File: src/rtl/between_to_fifo_pkg.sv
// Shared definitions for the inter-board link receive stage: FSM encoding,
// CRC-8 polynomial and the default frame terminator.
package between_to_fifo_pkg;

  typedef enum logic [1:0] {
    IDLE  = 2'd0,
    WRITE = 2'd1,
    ACK   = 2'd2,
    DONE  = 2'd3
  } rxState_t;

  localparam logic [7:0] CRC8_POLY        = 8'h07;
  localparam logic [7:0] DEFAULT_END_BYTE = 8'h0A;

endpackage

File: src/rtl/between_to_fifo_crc8_byte_update.sv
// Combinational CRC-8 (poly 0x07, MSB-first) step over one byte; shared with
// the transmit-side CRC.
module crc8_byte_update
  import between_to_fifo_pkg::*;
(
  input  logic [7:0] crcIn,
  input  logic [7:0] dataIn,
  output logic [7:0] crcOut
);

  logic [7:0] acc;

  always_comb begin
    acc = crcIn ^ dataIn;
    for (int i = 0; i < 8; i++) begin
      acc = acc[7] ? ({acc[6:0], 1'b0} ^ CRC8_POLY) : {acc[6:0], 1'b0};
    end
    crcOut = acc;
  end

endmodule

File: src/rtl/between_to_fifo.sv
// Receive side of the inter-board parallel link: 4-phase tsent/trecieve handshake,
// FIFO write, byte count and CRC. CRC logic is built only with BETWEEN_TO_FIFO_CRC_EN.
module between_to_fifo
  import between_to_fifo_pkg::*;
#(
  parameter logic [7:0] END_BYTE    = DEFAULT_END_BYTE,
  parameter int         SYNC_STAGES = 2,
  parameter int         COUNT_W     = 10
) (
  input  logic               clk,
  input  logic               reset,
  input  logic               enable,
  input  logic [7:0]         t_in,
  input  logic               tsent,
  output logic               trecieve,
  output logic [7:0]         fifo_data_out,
  output logic               fifo_we,
  input  logic               fifo_busy,
  input  logic               fifo_full,
  output logic [COUNT_W-1:0] byte_count,
  output logic [7:0]         crc,
  output logic               isFinish,
  output logic               proto_err
);

  rxState_t               state;
  logic [SYNC_STAGES-1:0] syncChain;
  logic                   tsentS;
  logic [7:0]             dataReg;
  logic                   writeFire;
  logic                   clearFrame;

  function automatic logic [COUNT_W-1:0] satInc(input logic [COUNT_W-1:0] v);
    return (&v) ? v : v + COUNT_W'(1);
  endfunction

  // tsent is asynchronous to clk; t_in is only trusted once tsentS is high
  always_ff @(posedge clk or posedge reset) begin
    if (reset) syncChain <= '0;
    else       syncChain <= {syncChain[SYNC_STAGES-2:0], tsent};
  end
  assign tsentS = syncChain[SYNC_STAGES-1];

  assign writeFire  = (state == WRITE) && !fifo_busy && !fifo_full;
  assign clearFrame = (state == DONE) && !enable;

  always_ff @(posedge clk) begin
    if (state == IDLE && enable && tsentS) dataReg <= t_in;
  end

  always_ff @(posedge clk or posedge reset) begin
    if (reset) begin
      state         <= IDLE;
      trecieve      <= 1'b0;
      fifo_we       <= 1'b0;
      fifo_data_out <= 8'h00;
      byte_count    <= '0;
      isFinish      <= 1'b0;
      proto_err     <= 1'b0;
    end else begin
      fifo_we <= 1'b0;
      case (state)
        IDLE: begin
          if (enable && tsentS) state <= WRITE;
        end
        WRITE: begin
          if (!tsentS) proto_err <= 1'b1;
          if (writeFire) begin
            fifo_we       <= 1'b1;
            fifo_data_out <= dataReg;
            byte_count    <= satInc(byte_count);
            trecieve      <= 1'b1;
            state         <= ACK;
          end
        end
        ACK: begin
          // enable is deliberately ignored here so an in-flight byte always completes
          if (!tsentS) begin
            trecieve <= 1'b0;
            if (dataReg == END_BYTE) begin
              isFinish <= 1'b1;
              state    <= DONE;
            end else begin
              state <= IDLE;
            end
          end
        end
        DONE: begin
          if (!enable) begin
            isFinish   <= 1'b0;
            byte_count <= '0;
            state      <= IDLE;
          end
        end
        default: state <= IDLE;
      endcase
    end
  end

`ifdef BETWEEN_TO_FIFO_CRC_EN
  logic [7:0] crcReg;
  logic [7:0] crcNext;

  crc8_byte_update uCrc (
    .crcIn  (crcReg),
    .dataIn (dataReg),
    .crcOut (crcNext)
  );

  always_ff @(posedge clk or posedge reset) begin
    if (reset)           crcReg <= 8'h00;
    else if (writeFire)  crcReg <= crcNext;
    else if (clearFrame) crcReg <= 8'h00;
  end
  assign crc = crcReg;
`else
  assign crc = 8'h00;
`endif

endmodule

File: config.mk
export PLATFORM = sky130hd
export DESIGN_NAME = between_to_fifo
export DESIGN_NICKNAME = d
export VERILOG_FILES = /design/src/rtl/between_to_fifo_pkg.sv /design/src/rtl/between_to_fifo_crc8_byte_update.sv /design/src/rtl/between_to_fifo.sv
export SDC_FILE = /design/constraint.sdc
export NUM_CORES = 1
export LEC_CHECK = 0
export ABC_AREA = 1
export BUFFER_PORTS_ARGS = -buffer_cell sky130_fd_sc_hd__buf_4
export CAP_MARGIN = 0
export CORE_MARGIN = 5
export CORE_UTILIZATION = 46
export CTS_CLUSTER_SIZE = 30
export DETAILED_ROUTE_END_ITERATION = 8
export PLACE_DENSITY = 0.74
export SYNTH_ARGS = -nofsm -noshare
export SYNTH_HDL_FRONTEND = slang
export SYNTH_SLANG_ARGS = --single-unit
File: constraint.sdc
create_clock -name clk -period 1.8 [get_ports clk]
set_clock_uncertainty 0.15 [all_clocks]
set_input_delay 0.09 -clock clk [delete_from_list [all_inputs] [get_ports clk]]
set_output_delay 0.09 -clock clk [all_outputs]
set_load 0.005 [all_outputs]
### Yosys cells after proc, flatten, opt, wreduce, memory -nomap -nowiden

Cells that the tools add are included.

| word-level totals | value |
|---|---|
| register bits | 34 |
| output and inout port bits | 30 |
| logic and storage cells | 58 |
| bits of input ports | 14 |

| operators by class | value |
|---|---|
| equality and inequality tests | 10 |
| bitwise operators | 1 |
| reductions and logical operators | 18 |
| $add $sub $neg | 1 |
| muxes and demuxes | 19 |

Operators by type and width:

| operator | number |
|---|---|
| $mux 10 | 3 |
| $pmux 10 s2 | 1 |
| $reduce_and 4->1 | 3 |
| $add 10x1->10 const B | 1 |
| $mux 2 | 5 |
| $ne 2x2->1 const B | 5 |
| $reduce_and 10->1 | 1 |
| $eq 8x4->1 const B | 1 |
| $pmux 2 s4 | 1 |
| $mux 1 | 7 |
| $reduce_bool 2->1 | 3 |
| $logic_and 1x1->1 | 5 |
| $eq 2x2->1 const B | 2 |
| $pmux 1 s2 | 2 |
| $reduce_and 2->1 | 2 |
| $reduce_and 3->1 | 1 |
| $eq 2x1->1 const B | 1 |
| $logic_not 1->1 | 2 |
| $logic_not 2->1 | 1 |
| $ne 2x1->1 const B | 1 |
| $not 1->1 | 1 |

### Longest topological paths before layout

| logic depth | value |
|---|---|
| depth after elaboration | 5 |
| depth in mapped cells | 9 |

### Least setup slack after synthesis

No wires, ideal clock.

| path | value |
|---|---|
| path kind | register -> register |
| start point | register state[0] |
| end point | register dataReg[0] (enable) |
| required time | 1.267 ns |
| cell stages (with the launch flop) | 4 |
| period minus slack after synthesis | 1.727 ns |
| data arrival time | 1.193 ns |
| library setup time | 0.383 ns |
| path slack | 0.073 ns |
| cells stage by stage | dfrtp_1 > nor2_1 > inv_1 > nor3_1 |

| on the way | value |
|---|---|
| word-level cells in the longest chain between the ends | 3 |

RTL lines:

| item | RTL line | RTL |
|---|---|---|
| start: declaration | between_to_fifo.sv:26 | `rxState_t state;` |
| start signal: assignment | between_to_fifo.sv:53 | `state <= IDLE;` |
| start signal: assignment | between_to_fifo.sv:64 | `if (enable && tsentS) state <= WRITE;` |
| start signal: assignment | between_to_fifo.sv:73 | `state <= ACK;` |
| $logic_not 2->1 | between_to_fifo.sv:48 | `if (state == IDLE && enable && tsentS) dataReg <= t_in;` |
| $logic_and 1x1->1 (2 in series) | between_to_fifo.sv:48 |  |
| end signal: assignment | between_to_fifo.sv:48 |  |
| end: declaration | between_to_fifo.sv:29 | `logic [7:0] dataReg;` |

No other way between the ends.
A chain may end at the register's enable or synchronous reset.

### Worst setup path after layout

| path | value |
|---|---|
| start point | register byte_count[0] |
| end point | register byte_count[5] |

| on the way | value |
|---|---|
| word-level cells in the longest chain between the ends | 4 |
| elaborated cells on any way between the ends | 7 |

RTL lines:

| item | RTL line | RTL |
|---|---|---|
| start: declaration | between_to_fifo.sv:20 | `output logic [COUNT_W-1:0] byte_count,` |
| start signal: assignment | between_to_fifo.sv:71 | `byte_count <= satInc(byte_count);` |
| $add 10x1->10 | between_to_fifo.sv:34 | `return (&v) ? v : v + COUNT_W'(1);` |
| $mux 10 | between_to_fifo.sv:34 |  |
| $mux 10 | between_to_fifo.sv:68 | `if (writeFire) begin` |
| $pmux 10 s2 | between_to_fifo.sv:62 | `case (state)` |

Parallel ways exist; a longest one is shown, timed or not. The select of a mux whose other input is x is not followed.

==> reports/results.tsv <==
stage	metric	value	unit
cells_and_area	drive_gt1_share	26.0	%
worst_setup_path	crit_type	flip-flop to flip-flop	
placed_design	pre_cts_ws	0.256	ns
status	run_status	complete, no violations	
sta	rsz0062_at_grt	no	
cts	cts_root_buf	clkbuf_4	
synth	ys_ff_latch	34	
floorplan	start_util	48.5	%
grt	use_met1	16.4	%
sta	final_hold_viol_count	0	
routing	vias	1296	
pwr	p_per_area	1160	nW/um^2
pwr	peakVddDrop	0.719	mV
cts	cts_sinks	34	
cts	cts.repair.resized	0	
synth	ys_types	30	
grt	grt_start_max_net_pins	27	
sta	fin_ws	0.235	ns
floorplan	die_area	4870	sq um
routing	viasPerCell	4.50	
synth	synth_top_area_cell	dfrtp_1	
cts	cts_tree	done	
placed_design	io_buffers	35	
floorplan	die_w	69.8	um
synth	synth_cells	186	
worst_setup_path	timing.rr.end	byte_count[5]$_DFFE_PP0P_	
cells_and_area	antenna_cells	0	
synth	synth_top_area_share	39.6	%
grt	grt_first_pass_wirelength	5.68	mm
sta	holdWs	0.197	ns
sta	drv_slew	0	
synth	syn_area	1640	sq um
cells_and_area	layout.nets	256	
routing	drt_wl_total	3.17	mm
floorplan	rows	21	
synth	synth_area_leaders	dfrtp_1 40%, edfxtp_1 15%, nand2_1 14%, inv_1 4.1%, buf_4 3.7%	
worst_setup_path	cp.arrival	1.66	ns
sta	min_period	1.57	ns
cts	post-cts-setup-buffer-count	0	
grt	grt-ovfl-total	0	
worst_setup_path	regToRegSetupSlack	0.23	ns
sta	tns	0	ns
worst_setup_path	cp-end-kind	flip-flop	
synth	yosysWarnings	0	
cells_and_area	mostFrequentLayoutCell	nand2_1	
routing	drt_iter0_drc	111	
grt	grt_pass1_vias	1282	
grt	grt_use_total	14.5	%
floorplan	core	3390	sq um
min_path	worstHoldPathType	input port to async pin	
cts	hold_buffers	13	
synth	seq_area_frac_synth	54.2	%
cts	cts_buffers	5	
cts	clock_latency	0.34	ns
synth	avgSynthCellArea	8.84	sq um
routing	ant_nets	0	
worst_setup_path	critPathMaxFanout	13	
sta	fin_crit_sh	87.0	%
sta	setup_viol_count_final	0	
grt	top_usage_layer	met2	
worst_setup_path	cp-start-kind	flip-flop	
placed_design	dp.final_hpwl	2.31	mm
sta	max_freq	639	MHz
cts	cts.clk_slew.worst_paths	0.11	ns
worst_setup_path	r2r-start	byte_count[0]$_DFFE_PP0P_	
grt	met3_usage	4.78	%
cells_and_area	most-common-layout-cells	61 x nand2_1, 38 x buf_4, 26 x dfrtp_1, 18 x inv_1, 15 x nor2_1	
worst_setup_path	reg2reg_depth	8	
routing	drcViolationCount	0	
routing	firstDrtPassIters	4	
routing	wire_per_inst	11.0	um
placed_design	place_congestion	0.784	
grt	met2_usage	25.1	%
floorplan	io_pins	44	
flow_run	maxCapViolCount	0	
cts	ctsHtreeMaxLevel	2	
floorplan	die_y	69.8	um
cts	clockBufferDepth	2	
worst_setup_path	worstPathRequired	1.89	ns
pwr	p_leak	1.09	nW
grt	antenna_found_initial	0	
cells_and_area	areaGrowthSynthToFinish	30.7	%
## flip-flops by register name, indices dropped and copies added (netlist names)
register and cells:
fifo_we 1, trecieve 1, proto_err 1, isFinish 1, dataReg 8, syncChain 2, byte_count 10, fifo_data_out 8
state 2
## report_power, final
| part | switching, W | internal, W | total [W] |
|---|---|---|---|
| Sequential | 0.000159 | 0.000981 | 0.00114 |
| Combinational | 0.000408 | 0.000385 | 0.000793 |
| Clock | 0.000270 | 0.000291 | 0.000561 |
| Total | 0.000836 | 0.00166 | 0.00249 |
## kinds of logic after synthesis
family | synth area share [%]
xor+xnor | 1.60
fa+ha+maj | 0.761
compound gates | 5.33
buf+inv | 9.51
simple gates | 28.4
flops | 54.2
other cells | 0.228
## synth_stat cells, drive strengths merged
| cell | count |
|---|---|
| conb | 1 |
| a21oi | 2 |
| nand4 | 1 |
| nor2 | 18 |
| o21ai | 8 |
| edfxtp | 8 |
| nand2 | 69 |
| clkinv | 1 |
| buf | 10 |
| dfrtp | 26 |
| nand3 | 12 |
| ha | 1 |
| and2 | 1 |
| xor2 | 2 |
| nor3 | 1 |
| inv | 20 |
| o31ai | 1 |
| xnor2 | 1 |
| o21bai | 2 |
| a21boi | 1 |
## through the flow
step                instances  util [%]  instance area, sq um  total power, W
finish                    288      63.4                  2150         0.00249
global route              288      63.4                  2150         0.00270
CTS                       288      63.4                  2150         0.00253
detailed placement        267      57.1                  1940         0.00194
global placement          267      57.1                  1940         0.00193
floorplan                 193         -                  1670         0.00161
## layout make-up
class	count	area (sq um)
fill	295	1240
sequential	34	891
multi-input combinational	128	623
timing repair buffer	51	415
inverter	21	80.1
tap	46	57.6
clock inverter	3	45.0
clock buffer	5	37.5
## worst max-delay path, cell delays in order, from the launching register on
cell and delay, ns:
dfrtp_1 0.44, ha_1 0.21, nand2_2 0.09, nor2_4 0.12
nand3_2 0.11, nand2_4 0.16, nor2_2 0.08, nand2_1 0.06
nand2_1 0.05
## per-layer routing
layer  part of all wire (%)  vias to the layer above
li1                       -                      673
met1                     42                      582
met2                     50                       36
met3                    6.2                        5
met4                    1.8                        0
met5                      0                        -
## how the worst max path moves through the flow
stage | from | cells past startpoint | endpoint | slack [ns]
6_report | byte_count[0]$_DFFE_PP0P_ | 8 | byte_count[5]$_DFFE_PP0P_ | 0.23
2_1_floorplan | state[0]$_DFFE_PP0P_ | 3 | dataReg[0]$_DFFE_PP_ | 0.07
3_3_place_gp | byte_count[0]$_DFFE_PP0P_ | 8 | byte_count[5]$_DFFE_PP0P_ | 0.28
5_1_grt | byte_count[0]$_DFFE_PP0P_ | 8 | byte_count[1]$_DFFE_PP0P_ | 0.11
3_5_place_dp | byte_count[0]$_DFFE_PP0P_ | 8 | byte_count[5]$_DFFE_PP0P_ | 0.26
4_1_cts | byte_count[0]$_DFFE_PP0P_ | 8 | byte_count[5]$_DFFE_PP0P_ | 0.24
Power figures use the tool's default switching activity.
